File: config.mk
export PLATFORM = sky130hd
export DESIGN_NAME = branch_predict_resolve
export DESIGN_NICKNAME = d
export VERILOG_FILES = /design/src/rtl/branch_predict_resolve.sv
export SDC_FILE = /design/constraint.sdc
export NUM_CORES = 2
export LEC_CHECK = 0
export CAP_MARGIN = 30
export CORE_ASPECT_RATIO = 1.2
export CORE_MARGIN = 2
export CORE_UTILIZATION = 55
export CTS_BUF_LIST = sky130_fd_sc_hd__clkbuf_4
export DETAILED_ROUTE_END_ITERATION = 16
export PLACE_DENSITY_LB_ADDON = 0.25
export SLEW_MARGIN = 5
export SYNTH_ARGS = -nofsm -noshare
export SYNTH_HDL_FRONTEND = slang
export SYNTH_SLANG_ARGS = --single-unit
File: constraint.sdc
create_clock -name clk_i -period 4.5 [get_ports clk_i]
set_input_delay 0.675 -clock clk_i [delete_from_list [all_inputs] [get_ports clk_i]]
set_output_delay 0.675 -clock clk_i [all_outputs]
set_load 0.05 [all_outputs]
File: src/rtl/branch_predict_resolve.sv
// Branch predictor (direct-mapped BTB + 2-bit counters) and EX resolver.
// Predicts in IF, resolves and trains from EX outcomes.
module branch_predict_resolve #(
  parameter int XLEN    = 32,
  parameter int ENTRIES = 16
) (
  input  logic            clk_i,
  input  logic            rst_ni,
  input  logic [XLEN-1:0] pc_f_i,
  output logic            pred_taken_f_o,
  output logic [XLEN-1:0] pred_pc_f_o,
  input  logic            ex_valid_i,
  input  logic            ex_branch_i,
  input  logic            ex_stall_i,
  input  logic [2:0]      ex_funct3_i,
  input  logic [XLEN-1:0] ex_pc_i,
  input  logic [XLEN-1:0] ex_target_i,
  input  logic            ex_pred_taken_i,
  input  logic [XLEN-1:0] ex_pred_pc_i,
  input  logic            br_less_i,
  input  logic            br_equal_i,
  output logic            br_signed_o,
  output logic            mispredict_o,
  output logic [XLEN-1:0] redirect_pc_o,
  output logic [31:0]     branch_cnt_o,
  output logic [31:0]     mispred_cnt_o
);

  localparam int IDX  = $clog2(ENTRIES);
  localparam int TAGW = XLEN - IDX - 2;

  logic            valid_q  [ENTRIES];
  logic [TAGW-1:0] tag_q    [ENTRIES];
  logic [XLEN-1:0] target_q [ENTRIES];
  logic [1:0]      ctr_q    [ENTRIES];

  logic [IDX-1:0]  f_idx, e_idx;
  logic [TAGW-1:0] f_tag, e_tag;
  logic            f_hit, e_hit;
  logic            taken, legal, act;
  logic [XLEN-1:0] next_pc;
  logic [1:0]      e_ctr;

  assign f_idx = pc_f_i[IDX+1:2];
  assign f_tag = pc_f_i[XLEN-1:IDX+2];
  assign e_idx = ex_pc_i[IDX+1:2];
  assign e_tag = ex_pc_i[XLEN-1:IDX+2];

  assign f_hit = valid_q[f_idx] && (tag_q[f_idx] == f_tag);
  assign e_hit = valid_q[e_idx] && (tag_q[e_idx] == e_tag);
  assign e_ctr = ctr_q[e_idx];

  assign pred_taken_f_o = f_hit && ctr_q[f_idx][1];
  assign pred_pc_f_o    = pred_taken_f_o ? target_q[f_idx]
                                         : pc_f_i + XLEN'(4);

  assign br_signed_o = ~ex_funct3_i[1];

  // Branch condition decode; 010/011 are not branches and fall through
  always_comb begin
    taken = 1'b0;
    legal = 1'b1;
    unique case (ex_funct3_i)
      3'b000:  taken = br_equal_i;
      3'b001:  taken = ~br_equal_i;
      3'b100:  taken = br_less_i;
      3'b101:  taken = ~br_less_i;
      3'b110:  taken = br_less_i;
      3'b111:  taken = ~br_less_i;
      default: legal = 1'b0;
    endcase
  end

  assign act           = ex_valid_i && ex_branch_i && !ex_stall_i;
  assign next_pc       = taken ? ex_target_i : ex_pc_i + XLEN'(4);
  assign redirect_pc_o = next_pc;
  // Target compare alone catches both wrong direction and wrong target;
  // the carried-down direction bit is kept for pipeline visibility only.
  assign mispredict_o  = act && (next_pc != ex_pred_pc_i);

  logic unused;
  assign unused = ex_pred_taken_i;

  // Train BTB/BHT from resolved legal branches
  always_ff @(posedge clk_i or negedge rst_ni) begin
    if (!rst_ni) begin
      for (int i = 0; i < ENTRIES; i++) begin
        valid_q[i]  <= 1'b0;
        tag_q[i]    <= '0;
        target_q[i] <= '0;
        ctr_q[i]    <= 2'b01;
      end
    end else if (act && legal) begin
      if (e_hit) begin
        if (taken) begin
          ctr_q[e_idx]    <= (e_ctr == 2'b11) ? e_ctr : e_ctr + 2'd1;
          target_q[e_idx] <= ex_target_i;
        end else begin
          ctr_q[e_idx]    <= (e_ctr == 2'b00) ? e_ctr : e_ctr - 2'd1;
        end
      end else if (taken) begin
        valid_q[e_idx]  <= 1'b1;
        tag_q[e_idx]    <= e_tag;
        target_q[e_idx] <= ex_target_i;
        ctr_q[e_idx]    <= 2'b10;
      end
    end
  end

  // Saturating branch and mispredict statistics
  always_ff @(posedge clk_i or negedge rst_ni) begin
    if (!rst_ni) begin
      branch_cnt_o  <= '0;
      mispred_cnt_o <= '0;
    end else if (act) begin
      if (branch_cnt_o != 32'hFFFF_FFFF)
        branch_cnt_o <= branch_cnt_o + 32'd1;
      if (mispredict_o && mispred_cnt_o != 32'hFFFF_FFFF)
        mispred_cnt_o <= mispred_cnt_o + 32'd1;
    end
  end

endmodule

== Word level (Yosys, flattened, before mapping) ==
Index checks and enable logic that the tools add are counted.
Word-level totals
  flip-flop bits (word level): 1040
  output and inout port bits: 131
  word-level logic and storage cells: 159
Cells by class
  add/subtract/negate cells: 6
  order comparisons: 3
  equal/unequal tests: 11
  muxes and demuxes: 42
  bitwise operators: 10
  reductions and logical operators: 21
Operators by type and width (count)
  bitwise mux 512 bit: 1
  bitwise mux 416 bit: 1
  2-to-1 mux 32 bit: 8
  binary-select mux 26 bit (select 4 bit): 2
  2-to-1 mux 26 bit: 5
  binary-select mux 32 bit (select 4 bit): 1
  demux 32 bit (select 4 bit): 1
  demux 26 bit (select 4 bit): 1
  adder 32 x 1 -> 32 bit, second input constant: 2
  adder 32 x 3 -> 32 bit, second input constant: 2
  bitwise mux 32 bit: 2
  != test 32 bit, second input constant: 2
  == test 26 bit: 2
  != test 32 bit: 1
  OR 16 bit: 2
  AND 16 bit: 1
  binary-select mux 2 bit (select 4 bit): 2
  NOT 16 bit: 1
  2-to-1 mux 2 bit: 7
  == test 3 bit, second input constant: 4
  greater-or-equal comparator 5 bit, second input constant: 2
  NOT 4 -> 5 bit: 2
  logical AND 1 bit: 9
  binary-select mux 1 bit (select 4 bit): 2
  18 further kinds: 30

== Depth between registers and ports, before layout ==
  word-level depth: 9
  mapped depth: 16
  gate-level depth less buffers: 11

== Worst setup path after synthesis ==
OpenSTA, ideal clock, no wires.
  path kind: in2out
  start point: in pc_f_i[2]
  end point: out pred_pc_f_o[0]
  arrival time: 5.691 ns
  slack: -1.866 ns
  cell stages on the path: 13
  buffers on the path: 4
  cell sequence: buf_4 -> buf_6 -> buf_2 -> buf_1 -> mux4_2 -> mux4_2 -> xnor2_1 -> nand4_1 -> nor4_1 -> nand2_1 -> nor4_1 -> nand2_1 -> nand2_1
Between the ends
  word-level cells in the longest chain between the ends: 8
RTL lines
  start: declaration: RTL line 9  | input logic [XLEN-1:0] pc_f_i,
  NOT 4 -> 5 bit (implied by the code) (*): RTL line 49, 53
  binary-select mux 26 bit (select 4 bit): RTL line 49  | assign f_hit = valid_q[f_idx] && (tag_q[f_idx] == f_tag);
  2-to-1 mux 26 bit (implied by the code) (2 in a row): RTL line 49
  == test 26 bit: RTL line 49
  logical AND 1 bit: RTL line 49
  logical AND 1 bit (*): RTL line 53  | assign pred_taken_f_o = f_hit && ctr_q[f_idx][1];
  net pred_taken_f_o: RTL line 10  | output logic pred_taken_f_o,
  2-to-1 mux 32 bit (*): RTL line 54  | assign pred_pc_f_o = pred_taken_f_o ? target_q[f_idx]
  end: declaration: RTL line 11  | output logic [XLEN-1:0] pred_pc_f_o,
Mark *: on every way through the listed nets, which the timed path passes. The rest lies on a longest branch. The select of a mux whose other input is x is not followed.

== Final worst setup path ==
  start point: reg tag_q[98] in the netlist's numbering
  end point: out pred_pc_f_o[15]
Between the ends
  word-level cells in the longest chain between the ends: 7
RTL lines
  start: declaration: RTL line 33  | logic [TAGW-1:0] tag_q [ENTRIES];
  start signal: indexed assignment: RTL line 103  | tag_q[e_idx] <= e_tag;
  binary-select mux 26 bit (select 4 bit): RTL line 49
  2-to-1 mux 26 bit (implied by the code) (2 in a row): RTL line 49
  == test 26 bit: RTL line 49
  logical AND 1 bit: RTL line 49
  logical AND 1 bit: RTL line 53
  2-to-1 mux 32 bit: RTL line 54
Every way passes these cells. The select of a mux whose other input is x is not followed.

==> metrics.cfg <==
[timing]
finalClockSkew_ns = 0.113
post-route-period-util_pct = 132
worstMarginPinSlew_ns = 1.01
fmax_ghz = 0.168
max_slew_margin_pct = 32.9
finalMaxSlewViolations = 0
whs_ns = 0.0291
hold_viol = 0
setup_ws_ns = -1.44
fin_tns_setup_ns = -44.91
post-route-min-period_ns = 5.94
finalSetupViolCount = 33
rsz0062_at_grt = true

[yosys]
synthesis.area_um2 = 53400
yosysSeqAreaShare_pct = 48.7
synth_top_cell_by_area = dfrtp_1
synth_area_leaders = dfrtp_1 48%, mux2_2 18%, mux4_2 17%
synth_top_area_share_pct = 48.0
synthCells = 3854
syn-num-nets = 4000
synth-warning-count = 0
synth_edf_count = 0
ys.flop_type = dfrtp_1
synth-seq-cells = 1040
synth_most_common_cell = dfrtp_1
synth-async-reset-ratio_pct = 100
synthTopCellsByCount = 1024 x dfrtp_1, 858 x mux2_2, 398 x mux4_2
yosysUniqueCellTypes = 63
avgSynthCellArea_um2 = 13.9

[finish]
drive_above_1_share_pct = 51.2
area_delta_synth_final_pct = 22.6
fin_nets = 4671
fin_area_um2 = 65500
multiInputGateArea_um2 = 26800
register_area_um2 = 26000
final_cells = 5963
fill_cells = 6832
postLayoutCoreUtil_pct = 67.9

[power_and_ir_drop]
fin_total_pwr_mw = 21.9
p_leak_nw = 30.3
ir_drop_mv = 0.225
powerDensity_nw_per_um2 = 334

[critical_path]
crit_slowest_cell = mux4_2
crit_path_start_kind = register
crit_required_ns = 3.83
crit_path_cell_trace = mux4_2, mux4_2, xnor2_2, buf_6, nand4_1, or3_1, or4_1, or4b_4, buf_12, buf_12, clkbuf_16, a21oi_4, buf_6
cp_data_arrival_time_ns = 5.27
cp_slowest_stage_delay_ns = 0.53
crit_type = register to output pin
crit_path_end_kind = output pin
cp_max_fo = 6

[floorplan]
die_y_um = 345
die-area_um2 = 99700
rows = 125
coreArea_um2 = 96500
ios = 270
initial_core_util_pct = 55.4
die_w_um = 289

[clock_tree]
clkTransAtPathRegs_ns = 0.07
h-tree-depth = 5
numCtsBuffers = 285
clockRootBuffer = clkbuf_4
clk_latency_ns = 1.27
cts_num_sinks = 1040
tritoncts = done
cts_buffer_depth = 4

[routing]
first_iter_violations = 4027
via_per_inst = 6.47
vias = 38570
dr.pass1.iters = 6
drcViolationCount = 0
routed_wl_um = 175000
wl_per_cell_um = 29.3
drtAntennaViolNets = 0

[grt]
grt_antenna_before_repair = 8
gr-total-overflow = 0
grt_max_degree = 171
grtUsageTotal_pct = 35.4
grt_pass1_vias = 39795
grt_pass1_wl_um = 258000

[run_status]
outcome = complete, but fails checks
violations = negative setup slack

[min_path]
min_path_type = primary input to register

[place]
dp_hpwl_um = 116000
dp_cells = 5473
gp_congestion = 1.03
placed_area_um2 = 61100
port_buffers = 268
post-place-ws_ns = -0.868

[run]
max_cap_viol_count = 0

==> final timing paths <==
| kind | from | end | slack [ns] | cells after the start |
|---|---|---|---|---|
| worst max-delay path | tag_q[98] | pred_pc_f_o[15] | -1.44 | 13 |
| worst min-delay path | ex_pc_i[17] | tag_q[167] | 0.03 | 3 |
| worst max register to register | tag_q[208] | ctr_q[26] | 0.47 | 14 |
| worst min register to register | target_q[54] | target_q[54] | 0.47 | 2 |
| max in group asynchronous | rst_ni | tag_q[383] | 2.74 | 4 |
| min in group asynchronous | rst_ni | tag_q[189] | 0.48 | 3 |
==> final cells by class <==
class,count,share of cell area [%]
Clock inverter,37,0.258
Antenna cell,6,0.0229
Tap cell,1270,2.43
Clock buffer,412,4.72
Timing Repair Buffer,742,11.7
Sequential cell,1040,39.8
Inverter,35,0.201
Multi-Input combinational cell,2421,40.9
==> registers in the layout, summed over array words and instances, names as in the netlist <==
name / cells
mispred_cnt_o: 32
tag_q: 416
branch_cnt_o: 32
ctr_q: 32
target_q: 512
valid_q: 16
==> worst max-delay path, delay by kind of cell, from the launching register on <==
| kind | cells | cell delay [ns] |
|---|---|---|
| flip-flops | 1 | 0.40 |
| AO/OA/AOI/OAI | 1 | 0.14 |
| multiplexers | 2 | 0.98 |
| AND/OR/NAND/NOR | 4 | 1.47 |
| XOR/XNOR | 1 | 0.16 |
| buffers and inverters | 5 | 0.84 |
==> per-layer routing <==
| layer | track usage (%) | wire length [µm] | up-vias | part of all wire, % |
|---|---|---|---|---|
| li1 | - | - | 15872 | - |
| met1 | 45.6 | 65100 | 20025 | 37 |
| met2 | 52.7 | 79500 | 2166 | 45 |
| met3 | 12.9 | 20800 | 497 | 12 |
| met4 | 18.0 | 9160 | 10 | 5.2 |
| met5 | 1.23 | 219 | - | 0.13 |
==> cell families after synthesis <==
| family | synth area share (%) |
|---|---|
| XOR/XNOR | 3.30 |
| AND/OR/NAND/NOR | 5.49 |
| AO/OA/AOI/OAI | 3.55 |
| adder cells (fa/ha/maj) | 0.183 |
| flip-flops | 48.7 |
| buffers and inverters | 3.03 |
| multiplexers | 35.7 |
==> cells in the final DEF (no fill, tap or decap), types with 8 or more instances in the layout <==
cell and instances:
dfrtp_1 1023, mux2_2 857, clkbuf_4 412, mux4_2 398, buf_4 391, nand2_1 189, clkdlybuf4s50_1 174, o21ai_0 148
xnor2_1 124, buf_12 95, nand3_1 81, nor2_1 68, xor2_1 60, nand4_1 52, mux2i_1 45, nor2_4 44
buf_6 39, inv_1 34, and3_1 31, a21oi_4 29, clkinv_1 28, or2_2 20, nor3_1 17, o22a_1 17
dfstp_2 16, nand2_2 15, a22o_1 15, and4_1 14, a221oi_1 13, nor4_1 12, o211ai_1 11, buf_8 11
a21oi_1 10, xnor2_2 10, and2_1 9, a31oi_1 9, dlymetal6s2s_1 9, nand2b_1 8
==> timing repair <==
item,CTS,global route
endpoints found under the hold margin,476,2
resized for setup,113,88
gates cloned,2,6
buffers inserted,7,17
pin swaps,13,37
setup endpoints to repair,34,34
hold buffers,3,2
==> power breakdown <==
| part | switching, mW | internal (mW) | leakage [nW] |
|---|---|---|---|
| clock network | 3.89 | 4.20 | 1.99 |
| logic | 1.88 | 1.66 | 14.1 |
| registers | 0.381 | 9.90 | 14.3 |
Power figures use the tool's default switching activity.
